===== src/rtl/decoder_scan_n.sv =====
// Registered N-to-2^N one-hot decoder with enable, direct decode, continuous
// scan and single-sweep sequencing modes, each output held for DWELL cycles.
module decoder_scan_n #(
  parameter int SEL_W      = 2,
  parameter int DWELL      = 4,
  parameter bit ACTIVE_LOW = 1'b0
) (
  input  logic                    clk,
  input  logic                    rst,
  input  logic                    en,
  input  logic [1:0]              mode,
  input  logic [SEL_W-1:0]        sel,
  input  logic                    start,
  output logic [(2**SEL_W)-1:0]   y,
  output logic [SEL_W-1:0]        idx,
  output logic                    step,
  output logic                    wrap,
  output logic                    busy,
  output logic                    done
);

  localparam int OUT_W = 2 ** SEL_W;
  localparam int DCW   = (DWELL > 1) ? $clog2(DWELL) : 1;

  localparam logic [DCW-1:0]   DLAST    = DCW'(DWELL - 1);
  localparam logic [SEL_W-1:0] IDX_LAST = SEL_W'(OUT_W - 1);
  localparam logic [OUT_W-1:0] Y_OFF    = ACTIVE_LOW ? {OUT_W{1'b1}} : {OUT_W{1'b0}};

  localparam logic [1:0] MODE_SCAN  = 2'b01;
  localparam logic [1:0] MODE_SWEEP = 2'b10;

  typedef enum logic [1:0] {
    IDLE,
    DIRECT,
    SCAN,
    SWEEP
  } state_t;

  state_t            state;
  logic [DCW-1:0]    dcnt;
  logic              slot_end;
  logic              last_slot;
  logic [SEL_W-1:0]  idx_next;

  // Code k lights y[OUT_W-1-k] (MSB-first); polarity applied here only.
  function automatic logic [OUT_W-1:0] decode(input logic [SEL_W-1:0] k);
    logic [OUT_W-1:0] v;
    v = '0;
    for (int i = 0; i < OUT_W; i++) begin
      v[OUT_W-1-i] = (k == SEL_W'(i));
    end
    return ACTIVE_LOW ? ~v : v;
  endfunction

  assign slot_end  = (dcnt == DLAST);
  assign last_slot = slot_end && (idx == IDX_LAST);
  assign idx_next  = idx + SEL_W'(1);

  // One registered FSM; every output is a flop, so no input reaches y combinationally.
  // A mode change while sequencing falls into the "not already in this state"
  // branch, which is exactly the from-IDLE behaviour an abort requires.
  always_ff @(posedge clk) begin
    if (rst) begin
      state <= IDLE;
      y     <= Y_OFF;
      idx   <= '0;
      dcnt  <= '0;
      step  <= 1'b0;
      wrap  <= 1'b0;
      busy  <= 1'b0;
      done  <= 1'b0;
    end else begin
      step <= 1'b0;
      wrap <= 1'b0;
      done <= 1'b0;
      if (!en) begin
        state <= IDLE;
        y     <= Y_OFF;
        idx   <= '0;
        dcnt  <= '0;
        busy  <= 1'b0;
      end else begin
        case (mode)
          MODE_SCAN: begin
            busy <= 1'b1;
            if (state == SCAN) begin
              if (slot_end) begin
                dcnt <= '0;
                idx  <= idx_next;
                y    <= decode(idx_next);
                step <= 1'b1;
                wrap <= (idx == IDX_LAST);
              end else begin
                dcnt <= dcnt + DCW'(1);
              end
            end else begin
              state <= SCAN;
              idx   <= '0;
              dcnt  <= '0;
              y     <= decode('0);
            end
          end
          MODE_SWEEP: begin
            if (state == SWEEP) begin
              if (last_slot) begin
                state <= IDLE;
                y     <= Y_OFF;
                idx   <= '0;
                dcnt  <= '0;
                busy  <= 1'b0;
                done  <= 1'b1;
              end else if (slot_end) begin
                dcnt <= '0;
                idx  <= idx_next;
                y    <= decode(idx_next);
                step <= 1'b1;
              end else begin
                dcnt <= dcnt + DCW'(1);
              end
            end else if (start) begin
              state <= SWEEP;
              idx   <= '0;
              dcnt  <= '0;
              y     <= decode('0);
              busy  <= 1'b1;
            end else begin
              state <= IDLE;
              y     <= Y_OFF;
              idx   <= '0;
              dcnt  <= '0;
              busy  <= 1'b0;
            end
          end
          default: begin
            state <= DIRECT;
            y     <= decode(sel);
            idx   <= sel;
            dcnt  <= '0;
            busy  <= 1'b0;
          end
        endcase
      end
    end
  end

endmodule


===== config.mk =====
export PLATFORM = sky130hd
export DESIGN_NAME = decoder_scan_n
export DESIGN_NICKNAME = d
export VERILOG_FILES = /design/src/rtl/decoder_scan_n.sv
export SDC_FILE = /design/constraint.sdc
export NUM_CORES = 1
export LEC_CHECK = 0
export CELL_PAD_IN_SITES_DETAIL_PLACEMENT = 1
export CELL_PAD_IN_SITES_GLOBAL_PLACEMENT = 1
export CORE_UTILIZATION = 35
export DETAILED_ROUTE_END_ITERATION = 6
export PLACE_DENSITY_LB_ADDON = 0.25
export SKIP_LAST_GASP = 1
export SLEW_MARGIN = 30
export SYNTH_ARGS = -nofsm -noshare
export SYNTH_HDL_FRONTEND = slang
export SYNTH_SLANG_ARGS = --single-unit

===== constraint.sdc =====
create_clock -name clk -period 1.8 [get_ports clk]
set_input_delay 0.36 -clock clk [delete_from_list [all_inputs] [get_ports clk]]
set_output_delay 0.36 -clock clk [all_outputs]
set_load 0.03 [all_outputs]

Word-level counts from Yosys, hierarchy flattened
Index checks and enable logic that the tools add are counted.

word-level totals
  input port bits = 8
  word-level logic and storage cells = 68
  output and inout bits = 10
  bits in registers = 14

cells by class
  equal/unequal tests = 14
  bitwise operators = 6
  reduce and logical (&&, ||, !) cells = 7
  add/subtract/negate cells = 2
  muxes and demuxes = 31

operators by type and width
  operator               count
  $mux W2                12
  $mux W4                5
  $eq A2 B2 Y1 const B   9
  $pmux W2 S2            3
  $mux W1                8
  $pmux W4 S2            1
  $eq A2 B1 Y1 const B   3
  $not A1 Y1             6
  $reduce_or A5 Y1       1
  $add A2 B1 Y2 const B  2
  $logic_not A2 Y1       2
  $pmux W1 S2            2
  $reduce_or A4 Y1       1
  $ne A3 B3 Y1 const B   1
  $ne A2 B2 Y1 const B   1
  $reduce_and A2 Y1      1
  $reduce_or A2 Y1       1
  $logic_and A1 B1 Y1    1

Depth between registers and ports, before layout
Gate-level depths: netlist of the first run.

  depth in word-level cells = 6
  mapped depth = 6
  gate-level depth less buffers = 6

Worst setup path after synthesis of the first run
No wires, ideal clock.

  path kind = register to register
  start = reg idx[0]
  end = reg y[0]
  path buffers = 0
  slack = 0.280 ns
  clock period less this slack = 1.520 ns
  arrival = 1.392 ns
  library setup time = 0.127 ns
  required time = 1.673 ns
  cell stages (with the launch flop) = 6
  cells stage by stage = dfxtp_1 -> ha_1 -> nand2_4 -> and3_4 -> o21ai_4 -> o32ai_1

between the ends
  longest elaborated chain between the ends = 6
  elaborated cells on any way between the ends = 9
  those cells by class = add/sub (1); eq/ne (2); mux (5); reduce/logical (1)

ends and longest elaborated chain
  element                 line     RTL
  from (decl)             15       output logic [SEL_W-1:0] idx,
  from (signal assigned)  89       idx <= idx_next;
  from (signal assigned)  114      idx <= idx_next;
  from (signal assigned)  137      idx <= sel;
  $add A2 B1 Y2           57       assign idx_next = idx + SEL_W'(1);
  $eq A2 B2 Y1            50       v[OUT_W-1-i] = (k == SEL_W'(i));
  $mux W4                 87, 112
  $mux W4                 105      if (last_slot) begin
  $mux W4                 104      if (state == SWEEP) begin
  $pmux W4 S2 *           83       case (mode)
  to (signal assigned)    90       y <= decode(idx_next);
  to (signal assigned)    100      y <= decode('0);
  to (signal assigned)    115      y <= decode(idx_next);
  to (decl)               14       output logic [(2**SEL_W)-1:0] y,

Every way passes the cells marked *; elsewhere a longest branch is shown, timed or not.
A chain may end at the register's enable or synchronous reset.

Final worst setup path of the first run
  start = reg y[2]
  end = out y[2]

No word-level cell between the ends.

==> results of run 1 <==
-- placed cells by master, fill, tap and decap left out, drive strengths merged, types with 2 or more instances in the layout --
cell type,n
clkdlybuf4s50,15
a21oi,6
inv,5
ha,7
dfxtp,14
clkbuf,4
mux2i,4
buf,4
nand2b,3
nand2,6
o32ai,2
o21ai,4
nor3,2
nor2,4
dlymetal6s2s,2
nand3,5
o31ai,4
and3,2
nor2b,3
-- stage by stage --
step / hold WS (ns) / setup WS, ns / utilization / cell area [µm²]
final: 0.4774 / 0.1439 / 0.5032 / 997.2
after global routing: 0.4865 / 0.08628 / 0.5032 / 997.2
after CTS: 0.4772 / 0.01208 / 0.5006 / 992.2
after detailed placement: 0.4640 / -0.1028 / 0.4823 / 955.9
after global placement: 0.4563 / -0.04305 / 0.4823 / 955.9
after floorplan: 0.4289 / 0.2804 / - / 738.2
-- layout make-up --
class	instances	area, µm²
well taps	27	33.78
clock buffers	4	36.28
flip-flops and latches	14	280.3
inverters	5	18.77
repair buffers	21	205.2
multi-input cells	58	422.9
fillers	239	984.7
-- per-layer routing --
metal  wire [µm]  up-vias  track usage
li1            -      328            -
met3          57        2      0.03396
met5           0        -            0
met2         850       13       0.3054
met4           9        0      0.06667
met1         869      308       0.2460
-- cells by family (layout without fill, tap and decap cells) --
logic type,after synthesis,count (layout),synth area share
AND/OR/NAND/NOR,28,28,0.2119
XOR/XNOR,1,1,0.01187
buffers and inverters,7,30,0.04745
multiplexers,4,4,0.05424
AO/OA/AOI/OAI,18,18,0.1763
flip-flops,14,14,0.3797
adder cells (fa/ha/maj),7,7,0.1186
-- state kept, by name, summed over array words and instances (netlist names) --
name and count:
busy 1, dcnt 2, done 1, idx 2, state 2, step 1
wrap 1, y 4
-- path summary, 6_finish.rpt --
check / depth (start not counted) / startpoint / slack [ns] / to
setup / recovery: 1 / y[2] / 0.14 / y[2]
hold / removal: 1 / dcnt[0] / 0.48 / dcnt[0]
setup reg to reg: 5 / idx[0] / 0.31 / y[0]
hold reg to reg: 1 / dcnt[0] / 0.48 / dcnt[0]
-- timing repair --
action | CTS | global route
endpoints found under the hold margin | 0 | 0
endpoints found under the setup margin | 0 | 2
gates resized for setup | 0 | 2
-- power groups by stage --
stage | clock (µW) | combinational, µW | sequential, µW
6_report | 231 | 94.0 | 323
5_1_grt | 248 | 105 | 324
4_1_cts | 238 | 95.1 | 323
3_5_place_dp | 0 | 94.5 | 330
3_3_place_gp | 0 | 91.9 | 330
2_1_floorplan | 0 | 40.3 | 338
-- synth_stat cells (all sizes together) --
master,n
dfxtp,14
ha,7
a21oi,6
nand2,6
inv,5
nand3,5
mux2i,4
nor2,4
o21ai,4
o31ai,4
nand2b,3
nor2b,3
and3,2
buf,2
nor3,2
o32ai,2
a2111oi,1
a31oi,1
and2,1
nand4b,1
or2,1
xnor2,1
==> flow_metrics.py, run 1 <==
metrics = {
    "run_status": {
        "status": "finished clean",
    },
    "sta": {
        "setup_violations": 0,
        "period_share": 0.9201,
        "period_needed_ns": 1.656,
        "rsz0062_at_grt": "false",
        "finalClockSkew_ns": 0.006929,
        "max_freq_mhz": 603.8,
        "final-hold-violation-count": 0,
        "final_max_slew_viol_count": 0,
        "tns_ns": 0,
        "worst_pin_slew_ns": 0.3147,
        "slew-limit-headroom": 0.7896,
    },
    "pwr": {
        "p_int_uw": 484.7,
        "power.total_uw": 648.3,
        "ir_worst_vdd_mv": 0.4766,
        "power_switching_uw": 163.6,
        "p_leak_uw": 0.0004149,
        "switching_share": 0.2523,
        "pwr-share-clk": 0.357,
        "powerDensity_nw_per_um2": 650.1,
        "p_seq_frac": 0.498,
        "pwr-share-comb": 0.145,
    },
    "synthesis": {
        "synthCells": 79,
        "synth_cell_types": 26,
        "synth_area_leaders": "dfxtp_1 38%, ha_1 12%, mux2i_1 5.4%, a21oi_1 4.1%, o31ai_1 4.1%",
        "ys_seq_elements": 14,
        "synth_top_area_share": 0.3797,
        "netlist.top_cell.by_area": "dfxtp_1",
        "syn-num-nets": 94,
        "synth_area_um2": 738.2,
        "yosys_warnings": 0,
        "seq_area_frac_synth": 0.3797,
        "avgSynthCellArea_um2": 9.344,
    },
    "setup_path": {
        "critPathBufInv": 1,
        "worst-setup-path-type": "register to primary output",
        "cp-end-kind": "primary output",
        "cp_top_family": "buffers and inverters",
        "crit_arrival_ns": 1.30,
        "cpPeakStageDelay_ns": 0.67,
        "worstPathRequired_ns": 1.44,
        "crit_fanout": 2,
        "worst_path_max_delay_cell": "clkdlybuf4s50_1",
        "start_kind": "register",
        "cp_cell_sequence": "clkdlybuf4s50_1",
    },
    "cts": {
        "htreeDepth": 1,
        "cts.sinks": 14,
        "post-cts-setup-buffer-count": 0,
        "path_clk_slew_ns": 0.09,
        "root_buffer": "clkbuf_4",
        "hold_buffers": 0,
        "clk_path_buf_depth": 2,
        "cts_tree": "done",
        "insertion_delay_ns": 0.28,
        "cts_buffers": 3,
    },
    "floorplanning": {
        "pin_count": 18,
        "core.rowCount": 16,
        "start_util": 0.3725,
        "die_h_um": 47.93,
        "coreArea_um2": 1982,
        "die_w_um": 47.93,
        "die_area_um2": 2297,
    },
    "detailed_routing": {
        "ant_nets": 0,
        "first_iter_violations": 6,
        "firstDrtPassIters": 4,
        "wl_per_cell_um": 13.85,
        "wirelength_mm": 1.787,
        "drc_errors": 0,
        "via_count": 651,
        "drt-vias-per-instance": 5.047,
    },
    "finish": {
        "diodes": 0,
        "syn2layout_area_growth_pct": 35.08,
        "layout-drive-gt1-share": 0.1275,
        "layoutNonFillerInstCount": 129,
        "layout.nets": 118,
    },
    "global_route": {
        "grt-ovfl-total": 0,
        "grt_usage": 0.1872,
        "grt_pass1_vias": 647,
        "grt_max_degree": 10,
        "antenna_found_initial": 0,
        "grt_pass1_wl_mm": 2.925,
    },
    "place": {
        "gp_congestion": 0.7413,
        "hpwlAfterDp_mm": 1.411,
        "dp.cells": 125,
        "portBuffers": 17,
    },
    "flow_run": {
        "max-cap-violations": 0,
    },
    "hold_path": {
        "hp-class": "register to register",
    },
}
Note: power is estimated with default switching activity, not from simulation.
==> run 2, diff against run 1 <==
- CORE_MARGIN: default -> 10
==> flow_metrics.py, run 2 (same netlist as run 1, synthesis figures left out) <==
metrics = {
    "global_route": {
        "antenna_found_initial": 0,
        "use_met1": 0.09933,
        "grt_pass1_wl_mm": 3.208,
        "globalRouteMet2Util": 0.1582,
        "grt_pass1_vias": 705,
        "grt-busiest-layer": "met2",
        "grt-ovfl-total": 0,
        "grt_max_degree": 9,
        "gr-usage-met3": 0.03729,
        "grt_usage": 0.09421,
    },
    "cts": {
        "htreeDepth": 1,
        "insertion_delay_ns": 0.28,
        "clk_path_buf_depth": 2,
        "path_clk_slew_ns": 0.09,
        "root_buffer": "clkbuf_4",
        "cts.sinks": 14,
        "hold_buffers": 0,
        "cts_tree": "done",
        "cts_buffers": 3,
    },
    "setup_path": {
        "worst_path_max_delay_cell": "clkdlybuf4s50_1",
        "cp-end-kind": "primary output",
        "start_kind": "register",
        "r2r_slack_ns": 0.31,
        "worstPathRequired_ns": 1.44,
        "cpPeakStageDelay_ns": 0.69,
        "cp_top_family": "buffers and inverters",
        "critPathBufInv": 1,
        "crit_fanout": 2,
        "cp_cell_sequence": "clkdlybuf4s50_1",
        "crit_arrival_ns": 1.33,
        "worst-setup-path-type": "register to primary output",
    },
    "run_status": {
        "status": "finished clean",
    },
    "sta": {
        "timing.hold.ws_ns": 0.4657,
        "slew-limit-headroom": 0.7879,
        "final_max_slew_viol_count": 0,
        "worst_pin_slew_ns": 0.3172,
        "setup_violations": 0,
        "finalClockSkew_ns": 0.001436,
        "period_needed_ns": 1.691,
        "final-hold-violation-count": 0,
        "max_freq_mhz": 591.5,
        "rsz0062_at_grt": "false",
        "period_share": 0.9393,
    },
    "finish": {
        "layout.nets": 118,
        "largest_reg_flops": 4,
        "syn2layout_area_growth_pct": 34.07,
        "diodes": 0,
        "mostFrequentLayoutCells": "15 x clkdlybuf4s50_1, 14 x dfxtp_1, 7 x ha_1, 6 x a21oi_1",
        "final_common_cell": "clkdlybuf4s50_1",
        "utilization": 0.4994,
        "layoutNonFillerInstCount": 129,
        "layout-drive-gt1-share": 0.1275,
        "largest_register": "y",
    },
    "place": {
        "dp.cells": 125,
        "portBuffers": 17,
        "hpwlAfterDp_mm": 1.515,
        "gp_congestion": 0.8273,
    },
    "floorplanning": {
        "core.rowCount": 16,
        "pin_count": 18,
        "start_util": 0.3725,
        "die_h_um": 65.93,
        "die_area_um2": 4346,
        "die_w_um": 65.93,
        "coreArea_um2": 1982,
    },
    "detailed_routing": {
        "wirelength_mm": 1.916,
        "drt-vias-per-instance": 4.992,
        "first_iter_violations": 4,
        "via_count": 644,
        "ant_nets": 0,
        "firstDrtPassIters": 4,
        "wl_per_cell_um": 14.85,
        "drc_errors": 0,
    },
    "flow_run": {
        "max-cap-violations": 0,
    },
    "pwr": {
        "p_leak_uw": 0.0003883,
        "ir_worst_vdd_mv": 0.3949,
        "powerDensity_nw_per_um2": 654.9,
    },
    "hold_path": {
        "hp-class": "register to register",
    },
}
## run 2: cell types whose count changed in the layout (fill, tap and decap cells not counted), sizes merged
cell	change
dlygate4sd2	+2
dlymetal6s2s	-2
## run 2: through the flow
step / setup slack (ns) / total power [µW] / setup TNS, ns / area (µm²)
after floorplan: 0.2804 / 378.6 / 0 / 738.2
after global placement: -0.07785 / 423.7 / -0.1744 / 955.9
after detailed placement: -0.08644 / 425.2 / -0.4609 / 955.9
after CTS: 0.08556 / 663.1 / 0 / 989.7
after global routing: 0.04319 / 691.4 / 0 / 989.7
final: 0.1093 / 648.1 / 0 / 989.7
## run 2: routing by layer
layer  wire [µm]  vias to the layer above
met5           0                        -
met4           9                        0
met3         142                        2
met2         949                       16
met1         815                      302
li1            -                      324
## run 2: worst paths after layout
path | to | startpoint | depth (start not counted)
setup / recovery | y[1] | y[1] | 1
hold / removal | dcnt[0] | dcnt[0] | 1
setup reg to reg | y[3] | dcnt[0] | 6
hold reg to reg | dcnt[0] | dcnt[0] | 1
## run 2: what timing repair did
item / 4_1_cts / 5_1_grt
resized for setup: 2 / 0
endpoints found under the hold margin: 0 / 0
buffers inserted: 0 / 0
setup endpoints to repair: 2 / 0
## run 2: cell type report
type                            count  area, µm²
Timing Repair Buffer               21      197.7
Sequential cell                    14      280.3
Multi-Input combinational cell     58      422.9
Inverter                            5      18.77
Fill cell                         228      992.2
Clock buffer                        4      36.28
Tap cell                           27      33.78
## run 2: where the power goes
part,internal (µW),switching [µW]
Sequential,316,6.52
Combinational,45.8,48.4
Clock,123,108
Total,485,163
==> run 3, diff against run 2 <==
- TNS_END_PERCENT: default -> 1
==> flow_metrics.py, run 3 (same netlist as run 1, synthesis figures left out) <==
metrics = {
    "run_status": {
        "status": "finished clean",
    },
    "detailed_routing": {
        "first_iter_violations": 5,
        "firstDrtPassIters": 4,
        "via_count": 646,
        "drt-vias-per-instance": 5.008,
        "wl_per_cell_um": 14.94,
        "drc_errors": 0,
        "wirelength_mm": 1.927,
        "ant_nets": 0,
    },
    "finish": {
        "largest_reg_flops": 4,
        "largest_register": "y",
        "diodes": 0,
        "layout-drive-gt1-share": 0.1275,
        "layout.nets": 118,
        "mostFrequentLayoutCells": "15 x clkdlybuf4s50_1, 14 x dfxtp_1, 7 x ha_1, 6 x a21oi_1",
        "final_common_cell": "clkdlybuf4s50_1",
        "syn2layout_area_growth_pct": 34.58,
    },
    "sta": {
        "final-hold-violation-count": 0,
        "period_needed_ns": 1.691,
        "setup_violations": 0,
        "max_freq_mhz": 591.3,
        "period_share": 0.9396,
        "final_max_slew_viol_count": 0,
        "rsz0062_at_grt": "false",
        "finalClockSkew_ns": 0.001523,
        "slew-limit-headroom": 0.7852,
        "worst_pin_slew_ns": 0.3217,
        "fin_ws_ns": 0.1088,
    },
    "pwr": {
        "power.total_uw": 648.8,
        "powerDensity_nw_per_um2": 653.1,
        "p_leak_uw": 0.0004015,
        "ir_worst_vdd_mv": 0.3949,
    },
    "global_route": {
        "grt-ovfl-total": 0,
        "grt_pass1_vias": 705,
        "use_met1": 0.09933,
        "antenna_found_initial": 0,
        "gr-usage-met3": 0.03729,
        "grt-busiest-layer": "met2",
        "globalRouteMet2Util": 0.1582,
        "grt_pass1_wl_mm": 3.208,
        "grt_max_degree": 9,
        "grt_usage": 0.09421,
    },
    "cts": {
        "cts_buffers": 3,
        "cts.sinks": 14,
        "cts_tree": "done",
        "insertion_delay_ns": 0.28,
        "post-cts-setup-buffer-count": 0,
        "htreeDepth": 1,
        "hold_buffers": 0,
        "clk_path_buf_depth": 2,
        "path_clk_slew_ns": 0.09,
        "root_buffer": "clkbuf_4",
    },
    "setup_path": {
        "worst_path_max_delay_cell": "clkdlybuf4s50_1",
        "cp-end-kind": "primary output",
        "worstPathRequired_ns": 1.44,
        "crit_fanout": 2,
        "cp_cell_sequence": "clkdlybuf4s50_1",
        "worst-setup-path-type": "register to primary output",
        "cpPeakStageDelay_ns": 0.69,
        "start_kind": "register",
        "critPathBufInv": 1,
        "cp_top_family": "buffers and inverters",
        "crit_arrival_ns": 1.33,
    },
    "floorplanning": {
        "die_w_um": 65.93,
        "die_area_um2": 4346,
        "die_h_um": 65.93,
        "core.rowCount": 16,
        "coreArea_um2": 1982,
        "start_util": 0.3725,
        "pin_count": 18,
    },
    "place": {
        "gp_congestion": 0.8273,
        "hpwlAfterDp_mm": 1.515,
        "portBuffers": 17,
        "place_ws_ns": -0.08644,
    },
    "flow_run": {
        "max-cap-violations": 0,
    },
    "hold_path": {
        "hp-class": "register to register",
    },
}
## run 3: cell types whose count changed in the layout (fill, tap and decap cells not counted), sizes merged
cell	delta
dlygate4sd2	-1
dlymetal6s2s	+1
## run 3: layout make-up
type / count / area [µm²]
repair buffers: 21 / 201.4
flip-flops and latches: 14 / 280.3
clock buffers: 4 / 36.28
multi-input cells: 58 / 422.9
inverters: 5 / 18.77
well taps: 27 / 33.78
fillers: 227 / 988.4
## run 3: tightest hold or removal path: cells and delay by family, from the launching register on
family | cells | cell delay (ns)
and+or+nand+nor | 1 | 0.06
AOI/OAI and AO/OA | 1 | 0.06
DFF | 1 | 0.32
## run 3: timing repair
item,in CTS,in global routing
gates resized for setup,1,1
setup endpoints to repair,2,1
cloned,0,0
## run 3: through the flow
| stage | instances | hold slack, ns | util | TNS [ns] | cell area (µm²) |
|---|---|---|---|---|---|
| finish | 129 | 0.4783 | 0.5013 | 0 | 993.5 |
| global route | 129 | 0.4822 | 0.5013 | 0 | 993.5 |
| CTS | 129 | 0.4660 | 0.5000 | -0.005925 | 991.0 |
| detailed placement | 125 | 0.4524 | 0.4823 | -0.4609 | 955.9 |
| global placement | 125 | 0.4548 | 0.4823 | -0.1744 | 955.9 |
| floorplan | 79 | 0.4289 | - | 0 | 738.2 |
## run 3: where the power goes
part           internal [µW]  leakage [µW]  switching, µW  total [µW]
Combinational           46.2      0.000267           48.4        94.6
Sequential               316      0.000113           6.51         323
Clock                    123     0.0000210            108         231
Total                    486      0.000401            163         649
## run 3: final timing paths
path | from | end | slack (ns) | cells past startpoint
setup / recovery | y[1] | y[1] | 0.11 | 1
hold / removal | busy | busy | 0.48 | 2
hold reg to reg | busy | busy | 0.48 | 2
setup reg to reg | dcnt[0] | y[3] | 0.29 | 6
## run 3: metal layers
layer | part of all wire | wire length, µm
met3 | 0.074 | 143
met2 | 0.50 | 954
met4 | 0.0047 | 9
met5 | 0 | 0
met1 | 0.43 | 819
